$ cat config.mk
export PLATFORM = sky130hd
export DESIGN_NAME = alu_seq_ctrl
export DESIGN_NICKNAME = d
export VERILOG_FILES = /design/src/rtl/alu_seq_ctrl.sv
export SDC_FILE = /design/constraint.sdc
export NUM_CORES = 1
export LEC_CHECK = 0
export CAP_MARGIN = 20
export CORE_MARGIN = 2
export CORE_UTILIZATION = 36
export CTS_CLUSTER_DIAMETER = 150
export DETAILED_ROUTE_END_ITERATION = 10
export HOLD_SLACK_MARGIN = 0.15
export PLACE_DENSITY = 0.76
export SLEW_MARGIN = 20
export SYNTH_ARGS = -nofsm -noshare
export SYNTH_HDL_FRONTEND = slang
export SYNTH_SLANG_ARGS = --single-unit
$ cat constraint.sdc
create_clock -name clk -period 3.65 [get_ports clk]
set_input_delay 0.365 -clock clk [delete_from_list [all_inputs] [get_ports clk]]
set_output_delay 0.365 -clock clk [all_outputs]
set_load 0.02 [all_outputs]
$ cat src/rtl/alu_seq_ctrl.sv
// rtl/alu_seq_ctrl.sv - sequencer driving a shared 8-bit add/sub unit for ADD/SUB/MUL/DIV
// Optional restoring divider enabled by ALU_SEQ_DIV_EN; otherwise DIV reports err.
module alu_seq_ctrl (
  input  logic       clk,
  input  logic       rst_n,
  input  logic       start,
  input  logic [1:0] op,
  input  logic [7:0] a,
  input  logic [7:0] b,
  output logic       ready,
  output logic       done,
  output logic [7:0] res_hi,
  output logic [7:0] res_lo,
  output logic       carry,
  output logic       overflow,
  output logic       negative,
  output logic       zero,
  output logic       err,
  output logic [7:0] alu_x,
  output logic [7:0] alu_y,
  output logic       alu_sub,
  output logic       alu_en,
  input  logic [7:0] alu_z,
  input  logic       alu_c8,
  input  logic       alu_ovf,
  input  logic       alu_neg,
  input  logic       alu_zero
);

  localparam logic [1:0] OP_ADD = 2'b00;
  localparam logic [1:0] OP_SUB = 2'b01;
  localparam logic [1:0] OP_MUL = 2'b10;

  typedef enum logic [1:0] {ST_IDLE = 2'd0, ST_EXEC = 2'd1, ST_DONE = 2'd2} state_t;

  state_t      state_q, state_d;
  logic [1:0]  op_q, op_d;
  logic [7:0]  acc_q, acc_d;   // MUL: A, DIV: R
  logic [7:0]  qr_q, qr_d;     // MUL/DIV: Q
  logic [7:0]  m_q, m_d;       // MUL: M, DIV: D; ADD/SUB: b
  logic [2:0]  cnt_q, cnt_d;
  logic [7:0]  res_hi_q, res_hi_d, res_lo_q, res_lo_d;
  logic        carry_q, carry_d, ovf_q, ovf_d, neg_q, neg_d, zero_q, zero_d, err_q, err_d;
  logic [15:0] mul_next;
  logic        last_iter;
`ifdef ALU_SEQ_DIV_EN
  logic [7:0]  div_s;
  logic        div_ok;
  logic [7:0]  div_r;
  logic [7:0]  div_q;
`endif

  always_comb begin
    state_d  = state_q;
    op_d     = op_q;
    acc_d    = acc_q;
    qr_d     = qr_q;
    m_d      = m_q;
    cnt_d    = cnt_q;
    res_hi_d = res_hi_q;
    res_lo_d = res_lo_q;
    carry_d  = carry_q;
    ovf_d    = ovf_q;
    neg_d    = neg_q;
    zero_d   = zero_q;
    err_d    = err_q;
    alu_x    = 8'd0;
    alu_y    = 8'd0;
    alu_sub  = 1'b0;
    alu_en   = 1'b0;
    // A:Q shifted right with the adder carry entering at the top
    mul_next  = {alu_c8, alu_z, qr_q[7:1]};
    last_iter = (cnt_q == 3'd7);
`ifdef ALU_SEQ_DIV_EN
    div_s  = {acc_q[6:0], qr_q[7]};
    div_ok = acc_q[7] | alu_c8;
    div_r  = div_ok ? alu_z : div_s;
    div_q  = {qr_q[6:0], div_ok};
`endif

    case (state_q)
      ST_IDLE: begin
        if (start) begin
          state_d = ST_EXEC;
          op_d    = op;
          acc_d   = 8'd0;
          qr_d    = a;
          m_d     = b;
          cnt_d   = 3'd0;
        end
      end
      ST_EXEC: begin
        if (op_q == OP_ADD || op_q == OP_SUB) begin
          alu_en   = 1'b1;
          alu_x    = qr_q;
          alu_y    = m_q;
          alu_sub  = op_q[0];
          state_d  = ST_DONE;
          res_hi_d = 8'd0;
          res_lo_d = alu_z;
          carry_d  = alu_c8;
          ovf_d    = alu_ovf;
          neg_d    = alu_neg;
          zero_d   = alu_zero;
          err_d    = 1'b0;
        end else if (op_q == OP_MUL) begin
          alu_en = 1'b1;
          alu_x  = acc_q;
          alu_y  = qr_q[0] ? m_q : 8'd0;
          acc_d  = mul_next[15:8];
          qr_d   = mul_next[7:0];
          cnt_d  = cnt_q + 3'd1;
          if (last_iter) begin
            state_d  = ST_DONE;
            res_hi_d = mul_next[15:8];
            res_lo_d = mul_next[7:0];
            carry_d  = 1'b0;
            ovf_d    = 1'b0;
            neg_d    = 1'b0;
            zero_d   = (mul_next == 16'd0);
            err_d    = 1'b0;
          end
        end else begin
`ifdef ALU_SEQ_DIV_EN
          if (m_q == 8'd0) begin
            state_d  = ST_DONE;
            res_hi_d = qr_q;
            res_lo_d = 8'hFF;
            carry_d  = 1'b0;
            ovf_d    = 1'b0;
            neg_d    = 1'b0;
            zero_d   = 1'b0;
            err_d    = 1'b1;
          end else begin
            alu_en  = 1'b1;
            alu_x   = div_s;
            alu_y   = m_q;
            alu_sub = 1'b1;
            acc_d   = div_r;
            qr_d    = div_q;
            cnt_d   = cnt_q + 3'd1;
            if (last_iter) begin
              state_d  = ST_DONE;
              res_hi_d = div_r;
              res_lo_d = div_q;
              carry_d  = 1'b0;
              ovf_d    = 1'b0;
              neg_d    = 1'b0;
              zero_d   = (div_q == 8'd0);
              err_d    = 1'b0;
            end
          end
`else
          state_d  = ST_DONE;
          res_hi_d = 8'd0;
          res_lo_d = 8'd0;
          carry_d  = 1'b0;
          ovf_d    = 1'b0;
          neg_d    = 1'b0;
          zero_d   = 1'b0;
          err_d    = 1'b1;
`endif
        end
      end
      ST_DONE: state_d = ST_IDLE;
      default: state_d = ST_IDLE;
    endcase
  end

  always_ff @(posedge clk or negedge rst_n) begin
    if (!rst_n) begin
      state_q  <= ST_IDLE;
      op_q     <= 2'd0;
      acc_q    <= 8'd0;
      qr_q     <= 8'd0;
      m_q      <= 8'd0;
      cnt_q    <= 3'd0;
      res_hi_q <= 8'd0;
      res_lo_q <= 8'd0;
      carry_q  <= 1'b0;
      ovf_q    <= 1'b0;
      neg_q    <= 1'b0;
      zero_q   <= 1'b0;
      err_q    <= 1'b0;
    end else begin
      state_q  <= state_d;
      op_q     <= op_d;
      acc_q    <= acc_d;
      qr_q     <= qr_d;
      m_q      <= m_d;
      cnt_q    <= cnt_d;
      res_hi_q <= res_hi_d;
      res_lo_q <= res_lo_d;
      carry_q  <= carry_d;
      ovf_q    <= ovf_d;
      neg_q    <= neg_d;
      zero_q   <= zero_d;
      err_q    <= err_d;
    end
  end

  assign ready    = (state_q == ST_IDLE);
  assign done     = (state_q == ST_DONE);
  assign res_hi   = res_hi_q;
  assign res_lo   = res_lo_q;
  assign carry    = carry_q;
  assign overflow = ovf_q;
  assign negative = neg_q;
  assign zero     = zero_q;
  assign err      = err_q;

endmodule

==> impl_metrics.yaml, run 1 <==
detailed_routing:
  vias: 1988
  drt_wl_total_um: 6060
  via_per_inst: 5.37
  dr_wl_met2_um: 2920
  met3_length_um: 455
  first_pass_iters: 4
  drt-met1-wl_um: 2570
  drc: 0
  top_layer: "met4"
  initialDrtViolationCount: 205
  antenna_left: 0
  wl_per_cell_um: 16.4
critical_path:
  critPathKind: "reg -> out"
  crit_slowest_cell: "nor2_1"
  cp-start-kind: "flop"
  path_buf_inv: 1
  cp_max_fo: 13
  worstPathRequired_ps: 3280
  crit_arrival_ps: 2710
  r2r_slack_ps: 1790
  path_delay_family: "simple AND/OR/NAND/NOR gates"
  slowest_delay_ps: 700
  crit_path_cell_trace: "nand2b_1 -> nor2_1 -> a22o_1 -> clkdlybuf4s50_1"
  critPathCaptureType: "output pin"
clocking:
  htree_levels: 2
  cts_root_buffer: "clkbuf_8"
  cts_tree: "yes"
  cts_buffer_depth: 2
  cts_buffers: 5
  cts_setup_buffers: 0
  hold_buffers: 1
  cts_resized: 0
  path_clk_slew_ps: 100
  clk_latency_ps: 310
  clock_sinks: 52
floorplanning:
  initial_core_util_pct: 37.1
  core_area_um2: 6350
  fp.dieH_um: 84.9
  die_w_um: 84.9
  rows: 29
  top_level_ports: 74
  dieArea_um2: 7200
placement:
  place_inst: 361
  dp_hpwl_um: 4450
  gp_congestion: 0.819
  port_buffers: 73
final_layout:
  n_antenna_cell: 0
  drive_above_1_share_pct: 6.14
  nets: 327
  area_growth_syn_to_layout_pct: 37.3
  finalNonFillerCells: 370
  fill_cells: 582
global_routing:
  gr-usage-all-layers_pct: 17.5
  grt_max_degree: 30
  grt_pass1_wl_um: 9940
  grt_remaining_overflow: 0
  grt_pass1_vias: 2009
  antenna_found_initial: 0
yosys:
  synth_compound_area_share_pct: 16.0
  synth_top_area_share_pct: 55.3
  yosys_register_bits: 52
  synth_edf_count: 0
  syn_inst: 222
  postSynthAreaPerCell_um2: 10.6
  synth_xor_area_share_pct: 0
  ys.flop_type: "dfrtp_1"
  synth_most_common_cell: "dfrtp_1"
  yosys.area.top_type: "dfrtp_1"
  synth_top_family_by_area: "simple AND/OR/NAND/NOR gates"
  synth_commonest_cells: "52 x dfrtp_1, 33 x nand2_1, 28 x nor2_1"
  synth-adder-area-share_pct: 1.06
  seq_area_frac_synth_pct: 55.3
  synth_area_leaders: "dfrtp_1 55%, a22o_1 7.8%, nand2_1 5.3%, nor2_1 4.5%, mux2_1 4.3%"
  synthMuxAreaShare_pct: 4.30
  syn_nets: 257
  syn_area_um2: 2350
  synth_cell_types: 32
  yosys_warnings: 0
  async_reset_ff_share_pct: 100
  yosys.area_share.simple_pct: 19.6
power_and_ir_drop:
  power.leakage_nw: 1.40
  p_clk_share_pct: 14.3
  seqPwrFrac_pct: 37.3
  p_sw_mw: 1.17
  ir_worst_vdd_mv: 0.369
  power_switching_share_pct: 40.9
  pwr_density_cell_nw_per_um2: 882
  p_int_mw: 1.68
  power_frac_comb_pct: 48.5
timing:
  grt_setup_unrepaired: "no"
  worst_pin_slew_ps: 788
  setup_violations: 0
  min_period_ps: 3080
  totalNegativeSetupSlack_ps: 0
  finalCritPeriodShare_pct: 84.3
  fin_skew_ps: 15.2
  slew_violations: 0
  finalHoldViolCount: 0
  whs_ps: 477
  relSlewSlack_pct: 47.3
  clock.fmax_ghz: 0.325
worst_hold_path:
  hp-class: "reg -> reg"
flow_run:
  max_cap_viol_count: 0
run_status:
  status: "finished, final reports clean"
-- power by group through the flow --
stage	registers, mW	logic, mW	clock network, mW
2_1_floorplan	1.14	0.757	0
3_3_place_gp	1.07	1.36	0
3_5_place_dp	1.07	1.39	0
4_1_cts	1.06	1.40	0.409
5_1_grt	1.11	1.51	0.428
6_report	1.06	1.38	0.406
-- layer usage --
layer  global-route usage (%)  vias up
met3                     4.28       10
met4                     5.77        0
met2                     28.6       82
met1                     23.0      966
met5                        0        -
li1                         -      930
-- sequential cells by signal (all words and copies together) (netlist names) --
signal	cells
zero	1
err	1
cnt_q	3
res_lo	8
state_q	2
overflow	1
m_q	8
negative	1
res_hi	8
acc_q	8
op_q	2
carry	1
qr_q	8
-- cell families after synthesis --
group | after synthesis
AND/OR/NAND/NOR | 97
AO/OA/AOI/OAI | 47
adder cells (fa/ha/maj) | 2
flip-flops | 52
multiplexers | 9
buffers and inverters | 15
-- worst reg2reg max path: stages, from the launching register on --
cell	delay [ps]
dfrtp_1	460
nand2b_1	380
nor2_1	700
a22o_1	270
-- worst paths after layout --
| check | from | endpoint | cells past startpoint |
|---|---|---|---|
| worst max register to register | state_q[1] | overflow | 3 |
| max in group asynchronous | rst_n | acc_q[2] | 3 |
| worst max-delay path | state_q[1] | alu_x[0] | 4 |
| min in group asynchronous | rst_n | res_hi[6] | 2 |
| worst min register to register | res_hi[7] | res_hi[7] | 2 |
| worst min-delay path | res_hi[7] | res_hi[7] | 2 |
-- metrics by stage --
step | worst slack [ps] | instance area, µm² | utilization [%] | power (mW)
finish | 574 | 3230 | 50.9 | 2.85
CTS | 565 | 3230 | 50.9 | 2.87
global route | 399 | 3230 | 50.9 | 3.04
detailed placement | 934 | 3110 | 49.0 | 2.46
floorplan | 1990 | 2350 | - | 1.90
global placement | 973 | 3110 | 49.0 | 2.43
-- cells in the final DEF (no fill, tap or decap) --
cell type,netlist,routed
a21o_1,1,1
a21oi_1,4,4
a21oi_4,1,1
a221oi_1,8,8
a22o_1,21,21
a31oi_1,9,9
a32o_1,1,1
and2_1,9,9
and2b_1,1,1
and3_1,2,2
buf_2,7,1
buf_4,2,2
bufinv_16,0,1
clkbuf_1,2,1
clkbuf_8,0,5
clkdlybuf4s50_1,0,72
dfrtp_1,52,52
dlygate4sd3_1,0,1
ha_1,2,2
inv_2,2,2
inv_6,0,1
mux2_1,9,9
nand2_1,33,33
nand2b_1,3,3
nand2b_2,1,1
nand3_1,9,9
nand3b_2,1,1
nor2_1,28,28
nor2_4,2,2
nor2b_1,1,1
nor3_1,1,1
nor3b_1,1,1
nor4_1,4,4
o21ai_0,1,1
o21ai_2,1,1
or2_1,1,1
-- final cells by class --
| type | count | area (µm²) | area share (%) |
|---|---|---|---|
| inverters | 2 | 7.51 | 0.232 |
| well taps | 77 | 96.3 | 2.98 |
| flip-flops and latches | 52 | 1300 | 40.2 |
| clock buffers | 6 | 72.6 | 2.24 |
| clock inverters | 2 | 38.8 | 1.20 |
| multi-input cells | 155 | 966 | 29.9 |
| repair buffers | 76 | 751 | 23.2 |
Power figures use the tool's default switching activity.
==> run 2, diff against run 1 <==
==> constraint.sdc (replaced) <==
create_clock -name clk -period 2.9 [get_ports clk]
set_input_delay 0.29 -clock clk [delete_from_list [all_inputs] [get_ports clk]]
set_output_delay 0.29 -clock clk [all_outputs]
set_load 0.02 [all_outputs]
==> run 2 against run 1 <==
  * Design area is 0.85% higher
  * Die area stayed put
  * Sequential cell count unchanged
  * Critical path type unchanged
==> impl_metrics.yaml, run 2 (synthesis results as in run 1) <==
detailed_routing:
  vias: 1934
  drt-met1-wl_um: 2640
  first_pass_iters: 4
  top_layer: "met4"
  drt_wl_total_um: 5780
  via_per_inst: 5.20
  drc: 0
  initialDrtViolationCount: 136
  met3_length_um: 374
  antenna_left: 0
  dr_wl_met2_um: 2710
  wl_per_cell_um: 15.5
floorplanning:
  initial_core_util_pct: 37.1
  dieArea_um2: 7200
  top_level_ports: 74
  rows: 29
  die_w_um: 84.9
  fp.dieH_um: 84.9
  core_area_um2: 6350
critical_path:
  critPathCaptureType: "output pin"
  critPathKind: "reg -> out"
  crit_start: "state_q[1]"
  crit_arrival_ps: 2330
  r2r-start: "cnt_q[0]"
  cp_max_fo: 13
  r2r_slack_ps: 670
  crit_path_cell_trace: "nand2b_1 -> nor2_1 -> buf_4 -> a22o_1 -> clkdlybuf4s50_1"
  path_delay_family: "buffers and inverters"
  slowest_delay_ps: 610
  crit_slowest_cell: "clkdlybuf4s50_1"
  worstPathRequired_ps: 2610
  path_buf_inv: 2
  cp-start-kind: "flop"
worst_hold_path:
  hp-class: "reg -> reg"
  hold_start: "res_hi[3]"
timing:
  worst_pin_slew_ps: 902
  min_period_ps: 2620
  fin_skew_ps: 11.3
  relSlewSlack_pct: 39.8
  slew_violations: 0
  setup_violations: 0
  clock.fmax_ghz: 0.381
  finalHoldViolCount: 0
  finalCritPeriodShare_pct: 90.4
  grt_setup_unrepaired: "no"
  totalNegativeSetupSlack_ps: 0
final_layout:
  fin_util_pct: 51.3
  final_common_cell: "clkdlybuf4s50_1"
  drive_above_1_share_pct: 7.12
  design_area_um2: 3260
  finalNonFillerCells: 372
  nets: 329
  layout_common_cells: "72 x clkdlybuf4s50_1, 52 x dfrtp_1, 33 x nand2_1, 28 x nor2_1, 21 x a22o_1"
  area_growth_syn_to_layout_pct: 38.5
  n_antenna_cell: 0
placement:
  dpl_cell_area_um2: 3110
  gp_congestion: 0.807
  dp_hpwl_um: 4240
  place_inst: 361
  port_buffers: 73
clocking:
  clk_latency_ps: 300
  htree_levels: 2
  path_clk_slew_ps: 90
  cts_buffer_depth: 2
  clock_sinks: 52
  cts_tree: "yes"
  cts_buffers: 5
  cts_root_buffer: "clkbuf_8"
flow_run:
  max_cap_viol_count: 0
power_and_ir_drop:
  pwr_density_cell_nw_per_um2: 1100
  total_power_mw: 3.58
  ir_worst_vdd_mv: 0.511
  power.leakage_nw: 1.42
global_routing:
  antenna_found_initial: 0
  grt_remaining_overflow: 0
  grt_pass1_vias: 1954
  grt_pass1_wl_um: 9590
  gr-usage-all-layers_pct: 16.7
  grt_max_degree: 53
run_status:
  status: "finished, final reports clean"
run 2: final cells by class:
class | instances | area, µm²
Fill cell | 573 | 3090
Sequential cell | 52 | 1300
Multi-Input combinational cell | 155 | 970
Timing Repair Buffer | 78 | 778
Tap cell | 77 | 96.3
Clock buffer | 6 | 72.6
Clock inverter | 2 | 35.0
Inverter | 2 | 7.51
run 2: report_power, final:
part | switching [mW] | internal (mW)
Combinational | 0.946 | 0.811
Clock | 0.234 | 0.257
Sequential | 0.276 | 1.06
Total | 1.46 | 2.13
run 2: through the flow:
stage | hold slack (ps) | worst slack [ps]
4_1_cts | 481 | 101
3_3_place_gp | 448 | 493
2_1_floorplan | -5.59 | 1280
3_5_place_dp | 448 | 461
6_report | 472 | 278
5_1_grt | 509 | 112
run 2: per-layer routing:
layer  vias to the layer above  track usage [%]
met1                       921             23.0
met5                         -                0
li1                        935                -
met2                        74             26.0
met3                         4             4.18
met4                         0             5.19
run 2: tightest hold or removal path, stage by stage, from the launching register on:
cell and delay (ps):
dfrtp_1 350, nand2_1 50, nand2_1 50
run 2: what timing repair did:
item                                    in CTS  in global routing
endpoints found under the hold margin       52                  0
buffers inserted                             0                  2
endpoints found under the setup margin       0                 11
hold buffers                                 1                  0
resized for setup                            0                  1
run 2: path summary, 6_finish.rpt:
check,end,depth (start not counted)
worst min-delay path,res_hi[3],2
max in group asynchronous,overflow,3
worst min register to register,res_hi[3],2
min in group asynchronous,res_lo[2],3
worst max register to register,res_lo[2],6
worst max-delay path,alu_x[0],5
==> run 3, diff against run 2 <==
--- a/config.mk
+++ b/config.mk
@@ -8,7 +8,7 @@
 export CAP_MARGIN = 20
 export CORE_MARGIN = 2
 export CORE_UTILIZATION = 36
-export CTS_CLUSTER_DIAMETER = 150
+export CTS_CLUSTER_DIAMETER = 40
 export DETAILED_ROUTE_END_ITERATION = 10
 export HOLD_SLACK_MARGIN = 0.15
 export PLACE_DENSITY = 0.76
==> results of run 3 <==
Same layout as run 2: the final DEF is identical, and so are final timing and power.
